### config.mk
export PLATFORM = sky130hd
export DESIGN_NAME = muldiv_unit
export DESIGN_NICKNAME = d
export VERILOG_FILES = /design/src/rtl/muldiv_unit.sv
export SDC_FILE = /design/constraint.sdc
export NUM_CORES = 1
export LEC_CHECK = 0
export BUFFER_PORTS_ARGS = -buffer_cell sky130_fd_sc_hd__buf_2
export CELL_PAD_IN_SITES_DETAIL_PLACEMENT = 0
export CELL_PAD_IN_SITES_GLOBAL_PLACEMENT = 1
export CORE_UTILIZATION = 43
export DETAILED_ROUTE_END_ITERATION = 6
export PLACE_DENSITY_LB_ADDON = 0.1
export SYNTH_ARGS = -nofsm -noshare
export SYNTH_HDL_FRONTEND = slang
export SYNTH_SLANG_ARGS = --single-unit
### constraint.sdc
create_clock -name clk -period 4 [get_ports clk]
set_clock_uncertainty 0.1 [all_clocks]
set_input_delay 0.8 -clock clk [delete_from_list [all_inputs] [get_ports clk]]
set_output_delay 0.8 -clock clk [all_outputs]
set_load 0.02 [all_outputs]
### src/rtl/muldiv_unit.sv
// muldiv_unit: iterative multiply/divide unit with HI/LO result registers.
// One bit per cycle: shift-add multiply, restoring divide, on the operand magnitudes.
// Signs are fixed up in a final FIX cycle.
// Optional feature macro: MULDIV_DIV_EN. When it is defined, DIV/DIVU are included.
// When it is undefined, the divide datapath is absent and divide starts are ignored.
module muldiv_unit #(
    parameter int WIDTH = 32
) (
    input  logic             clk,
    input  logic             rst_n,
    input  logic             start,
    input  logic [1:0]       op,
    input  logic [WIDTH-1:0] a,
    input  logic [WIDTH-1:0] b,
    input  logic             cancel,
    input  logic             wr_hi,
    input  logic             wr_lo,
    input  logic [WIDTH-1:0] wr_data,
    output logic             busy,
    output logic             done,
    output logic [WIDTH-1:0] hi,
    output logic [WIDTH-1:0] lo
);

    localparam int CW = $clog2(WIDTH);

    typedef enum logic [1:0] {
        S_IDLE,
        S_RUN,
        S_FIX
    } state_t;

    state_t             state_q, state_d;
    logic [CW-1:0]      cnt_q, cnt_d;
    logic [2*WIDTH-1:0] acc_q, acc_d;      // {upper, lower} working accumulator
    logic [WIDTH-1:0]   opb_q, opb_d;      // multiplicand / divisor magnitude
    logic               neg_q, neg_d;      // product or quotient must be negated
    logic [WIDTH-1:0]   hi_q, hi_d;
    logic [WIDTH-1:0]   lo_q, lo_d;
    logic               busy_q, busy_d;
    logic               done_q, done_d;

`ifdef MULDIV_DIV_EN
    logic               is_div_q, is_div_d;
    logic               neg_rem_q, neg_rem_d;  // remainder follows dividend sign
    logic               dz_q, dz_d;            // divide by zero: quotient forced to all ones
    logic [WIDTH:0]     div_rem;
    logic [WIDTH:0]     div_diff;
    logic [2*WIDTH-1:0] div_step;
    logic [WIDTH-1:0]   quo_fix;
    logic [WIDTH-1:0]   rem_fix;
`endif

    logic               accept;
    logic               a_neg, b_neg;
    logic [WIDTH-1:0]   abs_a, abs_b;
    logic [WIDTH:0]     mul_sum;
    logic [2*WIDTH-1:0] mul_step;
    logic [2*WIDTH-1:0] step;
    logic [2*WIDTH-1:0] fix_wide;

    // Operand conditioning: signed ops (op[0]=0) work on absolute values.
    always_comb begin
        a_neg = ~op[0] & a[WIDTH-1];
        b_neg = ~op[0] & b[WIDTH-1];
        abs_a = a_neg ? -a : a;
        abs_b = b_neg ? -b : b;
`ifdef MULDIV_DIV_EN
        accept = start & ~cancel;
`else
        accept = start & ~cancel & ~op[1];
`endif
    end

    // One iteration of the selected algorithm on the accumulator.
    always_comb begin
        mul_sum  = {1'b0, acc_q[2*WIDTH-1:WIDTH]} + (acc_q[0] ? {1'b0, opb_q} : '0);
        mul_step = {mul_sum, acc_q[WIDTH-1:1]};
`ifdef MULDIV_DIV_EN
        div_rem  = acc_q[2*WIDTH-1:WIDTH-1];
        div_diff = div_rem - {1'b0, opb_q};
        div_step = div_diff[WIDTH] ? {div_rem[WIDTH-1:0], acc_q[WIDTH-2:0], 1'b0}
                                   : {div_diff[WIDTH-1:0], acc_q[WIDTH-2:0], 1'b1};
        step     = is_div_q ? div_step : mul_step;
`else
        step     = mul_step;
`endif
    end

    // Next-state, datapath and result write logic.
    always_comb begin
        state_d  = state_q;
        cnt_d    = cnt_q;
        acc_d    = acc_q;
        opb_d    = opb_q;
        neg_d    = neg_q;
        hi_d     = hi_q;
        lo_d     = lo_q;
        done_d   = 1'b0;
        fix_wide = neg_q ? -acc_q : acc_q;
`ifdef MULDIV_DIV_EN
        is_div_d  = is_div_q;
        neg_rem_d = neg_rem_q;
        dz_d      = dz_q;
        quo_fix   = neg_q ? -acc_q[WIDTH-1:0] : acc_q[WIDTH-1:0];
        rem_fix   = neg_rem_q ? -acc_q[2*WIDTH-1:WIDTH] : acc_q[2*WIDTH-1:WIDTH];
`endif
        case (state_q)
            S_IDLE: begin
                if (wr_hi) hi_d = wr_data;
                if (wr_lo) lo_d = wr_data;
                if (accept) begin
                    state_d = S_RUN;
                    cnt_d   = CW'(WIDTH - 1);
                    acc_d   = {{WIDTH{1'b0}}, abs_a};
                    opb_d   = abs_b;
                    neg_d   = a_neg ^ b_neg;
`ifdef MULDIV_DIV_EN
                    is_div_d  = op[1];
                    neg_rem_d = a_neg;
                    dz_d      = (b == '0);
`endif
                end
            end
            S_RUN: begin
                if (cancel) begin
                    state_d = S_IDLE;
                end else begin
                    acc_d = step;
                    if (cnt_q == '0) state_d = S_FIX;
                    else             cnt_d   = cnt_q - CW'(1);
                end
            end
            S_FIX: begin
                state_d = S_IDLE;
                if (!cancel) begin
                    done_d = 1'b1;
`ifdef MULDIV_DIV_EN
                    if (is_div_q) begin
                        hi_d = rem_fix;
                        lo_d = dz_q ? '1 : quo_fix;
                    end else begin
                        hi_d = fix_wide[2*WIDTH-1:WIDTH];
                        lo_d = fix_wide[WIDTH-1:0];
                    end
`else
                    hi_d = fix_wide[2*WIDTH-1:WIDTH];
                    lo_d = fix_wide[WIDTH-1:0];
`endif
                end
            end
            default: state_d = S_IDLE;
        endcase
        busy_d = (state_d != S_IDLE);
    end

    // State and datapath registers.
    always_ff @(posedge clk or negedge rst_n) begin
        if (!rst_n) begin
            state_q <= S_IDLE;
            cnt_q   <= '0;
            acc_q   <= '0;
            opb_q   <= '0;
            neg_q   <= 1'b0;
            hi_q    <= '0;
            lo_q    <= '0;
            busy_q  <= 1'b0;
            done_q  <= 1'b0;
`ifdef MULDIV_DIV_EN
            is_div_q  <= 1'b0;
            neg_rem_q <= 1'b0;
            dz_q      <= 1'b0;
`endif
        end else begin
            state_q <= state_d;
            cnt_q   <= cnt_d;
            acc_q   <= acc_d;
            opb_q   <= opb_d;
            neg_q   <= neg_d;
            hi_q    <= hi_d;
            lo_q    <= lo_d;
            busy_q  <= busy_d;
            done_q  <= done_d;
`ifdef MULDIV_DIV_EN
            is_div_q  <= is_div_d;
            neg_rem_q <= neg_rem_d;
            dz_q      <= dz_d;
`endif
        end
    end

    assign busy = busy_q;
    assign done = done_q;
    assign hi   = hi_q;
    assign lo   = lo_q;

endmodule

## Yosys cells after proc, flatten, opt, wreduce, memory -nomap -nowiden

Cells that the tools add are included.

| storage, ports and cells | value |
|---|---|
| logic and storage cells | 63 |
| register bits after elaboration | 170 |

| cells by class | value |
|---|---|
| equality and inequality tests | 8 |
| $add $sub $neg | 5 |
| mux-type cells | 23 |
| bitwise operators | 8 |
| reductions and logical operators | 10 |

Operators with widths:

| kind | number |
|---|---|
| $mux 32 | 7 |
| $mux 64 | 3 |
| $pmux 32 s2 | 2 |
| $pmux 64 s2 | 1 |
| $neg 32->32 | 2 |
| $neg 64->64 | 1 |
| $add 32x32->33 | 1 |
| $mux 5 | 3 |
| $ne 2x2->1 const B | 6 |
| $pmux 5 s2 | 1 |
| $reduce_and 3->1 | 3 |
| $mux 2 | 3 |
| $reduce_bool 2->1 | 3 |
| $logic_not 5->1 | 1 |
| $sub 5x1->5 const B | 1 |
| $and 1x1->1 | 4 |
| $pmux 2 s2 | 1 |
| $reduce_and 4->1 | 1 |
| $not 1->1 | 3 |
| $eq 2x1->1 const B | 1 |
| $eq 2x2->1 const B | 1 |
| $logic_not 2->1 | 1 |
| $mux 1 | 2 |
| $reduce_and 2->1 | 1 |
| $xor 1x1->1 | 1 |

## Longest topological paths before layout

| logic depth | value |
|---|---|
| word-level depth | 6 |
| mapped depth | 13 |

## Worst setup path before layout

Ideal clock, no wire load.

| timing | value |
|---|---|
| kind | reg2reg |
| from | register acc_q[14] |
| to | register hi_q[23], in the netlist hi[23] |
| library setup time | 0.142 ns |
| period minus slack after synthesis | 3.183 ns |
| slack | 0.817 ns |
| data arrival time | 2.940 ns |
| cell stages (with the launch flop) | 9 |
| data required time | 3.758 ns |
| path through | dfrtp_1 or4_4 or4_4 or4_4 buf_6 or2_4 o41ai_2 xor2_1 o221ai_1 |

| on the way | value |
|---|---|
| word-level cells in the longest chain between the ends | 4 |

Ends and longest elaborated chain:

| element | RTL line | RTL |
|---|---|---|
| from (decl) | 35 | `logic [2*WIDTH-1:0] acc_q, acc_d;` |
| from (signal assigned) | 162 | `acc_q <= '0;` |
| from (signal assigned) | 177 | `acc_q <= acc_d;` |
| $neg 64->64 | 100 | `fix_wide = neg_q ? -acc_q : acc_q;` |
| $mux 64 | 100 |  |
| $mux 32 | 136 | `if (!cancel) begin` |
| $pmux 32 s2 | 108 | `case (state_q)` |
| to (signal assigned) | 180 | `hi_q <= hi_d;` |
| to (decl) | 38 | `logic [WIDTH-1:0] hi_q, hi_d;` |

No other way between the ends. The select of a mux whose other input is x is not followed.
A chain may end at the register's enable or synchronous reset.

## Worst setup path in the final report

| timing | value |
|---|---|
| from | register acc_q[0] |
| to | register hi_q[16], in the netlist hi[16] |

The elaborated chain is that of the path after synthesis.

==> key figures <==
Outcome
  • Status: complete, but fails checks
  • Failing checks: design-rule violations

Synth
  • Synth Cell Area: 0.0115 mm2
  • Async SR Flop Fraction: 100%
  • Synth warn: 0
  • Distinct cell type count after synthesis: 60
  • Top cell type by total area after synthesis: dfrtp_1
  • EDFF count, synth: 0
  • Area share of the largest cell type after synthesis: 36.8%
  • Sequential-to-total area share from yosys stat: 36.8%
  • Synthesized instance count: 1,416
  • Syn avg cell area: 8.15 um2
  • Largest cells by area after synthesis: dfrtp_1, o21ai_0, nand2_1, xor2_1, a21oi_1
  • Synthesis-stage register bit count: 170
  • Prevailing post-synth register cell: dfrtp_1
  • Syn nets: 1,558

Finish
  • Area Growth Syn to Fin: 15.4%
  • Layout net count: 1,688
  • Diode count: 0
  • Fill cell count: 2,605
  • Share of layout cells above drive strength 1: 15.8%

STA
  • Fmax: 0.292 GHz
  • Part of the cycle the worst path needs: 85.6%
  • Fin crit period: 3420 ps
  • Hold_ws: 258 ps
  • Sum Neg Setup Slack: 0 ps
  • Slew Viols, Final: 0
  • Worst-Margin Slew: 1130 ps
  • Slew HR: 24.4%
  • Endpoints failing setup: 0
  • Fin worst setup slack: 578 ps
  • RSZ-0062 raised after global routing: no
  • Final Hold Viols: 0

Floorplanning
  • # IOs: 170
  • Starting density of the core: 44.1%
  • Die H: 166 um
  • Core Area: 0.0262 mm2
  • Die width: 166 um
  • Rows: 59
  • Die area: 0.0275 mm2

Clock tree
  • CTS Buffer Depth: 2
  • TritonCTS Buffers: 17
  • CTS Sinks: 170
  • # hold bufs at CTS: 0
  • H-tree levels: 4
  • Count of cells resized by post-cts repair: 0
  • Worst-path clk slew: 80 ps
  • CTS tree: built
  • Postcts setup bufs: 0
  • CTS Root Cell: clkbuf_16
  • Clk_lat worst skew: 440 ps

Detailed routing
  • Starting DRT DRC Count: 882
  • DR vias: 10,800
  • DRC viols: 15
  • Pre-Repair DR Iteration Count: 7
  • Detailed Route WL: 37,300 um
  • Via density per instance: 5.70
  • Average routed wire per standard cell: 19.7 um
  • Post-route ant nets: 0

Critical path
  • CP bufs+invs: 2
  • Worst-path fanout max: 33
  • Reg2Reg Depth: 10
  • CP startpoint kind: register
  • Crit-path max cell delay: 520 ps
  • Crit path depth: 10
  • Reg2Reg Setup Slack: 580 ps
  • Worst Path Arrival: 3640 ps
  • Reg-to-reg endpoint: hi[16]$_DFFE_PN0P_
  • Req. time, crit path: 4210 ps
  • Reg-to-reg startpoint: acc_q[0]$_DFFE_PN0P_
  • CP cell instances: buf_4 -> inv_1 -> ha_1 -> or3b_2 -> nor3_1 -> nand3b_1 -> o41ai_1 -> nand2_1 -> xor2_1 -> a221o_1
  • Top delay family on crit path: simple AND/OR/NAND/NOR gates
  • Slowest stage cell, crit path: or3b_2
  • Crit path kind: reg2reg
  • Worst Setup End Kind: register

GRT
  • GRT overflow: 0
  • Total GRT Usage: 27.4%
  • Initial antenna violation count: 0
  • Via count of the first global-routing pass: 10,200
  • Largest net degree at the start of global routing: 79
  • First-pass GRT wire length: 58,700 um

Min path
  • Worst Hold Class: in2async

Job
  • Max-Cap Viols: 0

Power
  • Leak: 0.00577 uW
  • Peak supply drop: 0.000292 V
  • Power, Total: 7390 uW
  • Pwr Density: 555 mW/mm2

Placement
  • Routability cong.: 0.901
  • Post-DP HPWL: 28,600 um
  • Buffers added on ports: 169
  • Post-Place Setup Slack: 658 ps
==> cells in the mapped netlist (22+ instances only) <==
cell and number:
nand2b_1 22, ha_1 37, clkbuf_1 77, xnor2_1 59, nand2_1 212, and2_1 36, a21oi_1 116, o31ai_1 39
nor3_1 24, xor2_1 88, nor2_1 101, o21ai_0 175, dfrtp_1 170
==> through the flow <==
step	instances	util, %	instance area (um2)
after global placement	1862	48.5	12700
after floorplan	1416	-	11500
after global routing	1894	50.8	13300
final	1894	50.8	13300
after detailed placement	1862	48.5	12700
after CTS	1894	50.8	13300
==> cell type report <==
cell class	count	area, um2	area share, %
clock buffer	17	425	3.19
clock inverter	15	178	1.33
inverter	21	78.8	0.592
multi-input combinational	1143	6920	51.9
sequential	170	4260	32.0
tap	335	419	3.15
timing repair buffer	193	1040	7.84
==> routing by layer <==
layer  vias to the layer above  track usage [%]  routed length [um]
met1                      5096             42.6               19100
met4                         0             5.93                 507
li1                       5327                -                   -
met5                         -                0                   0
met3                        34             3.74                2040
met2                       336             39.9               15600
==> kinds of logic after synthesis <==
family | synth area share (%)
AO/OA/AOI/OAI | 22.4
multiplexers | 0.737
XOR/XNOR | 11.2
buffers and inverters | 3.42
AND/OR/NAND/NOR | 21.2
adder cells (fa/ha/maj) | 4.18
flip-flops | 36.8
==> registers in the layout, indices dropped and copies added (netlist names) <==
signal   count
lo          32
cnt_q        5
busy         1
state_q      2
hi          32
done         1
opb_q       32
neg_q        1
acc_q       64
==> worst register-to-register path, cell delays in order (launching register included) <==
cell and delay [ps]:
dfrtp_1 420, buf_4 240, inv_1 120, ha_1 160, or3b_2 520, nor3_1 410
nand3b_1 220, o41ai_1 450, nand2_1 120, xor2_1 180, a221o_1 360
==> where the power goes <==
group	total [uW]	internal, uW	switching (uW)
Clock	1730	896	832
Sequential	2770	2110	651
Combinational	2890	1120	1770
Total	7390	4130	3250
==> placed cells by master (no fill, tap or decap), types with 7 or more instances in the layout <==
cell and instances:
a21o_1 11, a21oi_1 115, a31oi_1 14, and2_1 36
and3_1 12, buf_2 168, buf_4 23, clkbuf_16 17
dfrtp_1 169, ha_1 37, inv_1 20, nand2_1 212
nand2b_1 22, nand3_1 20, nand4_1 7, nor2_1 100
nor2b_1 10, nor3_1 24, nor4_1 19, o211ai_1 9
o21ai_0 175, o221ai_1 18, o31ai_1 39, o41ai_1 19
or3_1 17, or4_1 17, xnor2_1 59, xor2_1 88
==> worst max-delay path by stage <==
| stage | from | endpoint | slack, ps |
|---|---|---|---|
| global route | acc_q[0]$_DFFE_PN0P_ | hi[16]$_DFFE_PN0P_ | 360 |
| CTS | acc_q[0]$_DFFE_PN0P_ | hi[16]$_DFFE_PN0P_ | 600 |
| detailed placement | acc_q[0]$_DFFE_PN0P_ | hi[16]$_DFFE_PN0P_ | 660 |
| global placement | acc_q[28]$_DFFE_PN0P_ | hi[30]$_DFFE_PN0P_ | 710 |
| finish | acc_q[0]$_DFFE_PN0P_ | hi[16]$_DFFE_PN0P_ | 580 |
| floorplan | acc_q[14]$_DFFE_PN0P_ | hi[23]$_DFFE_PN0P_ | 820 |
Note: power is estimated with default switching activity, not from simulation.
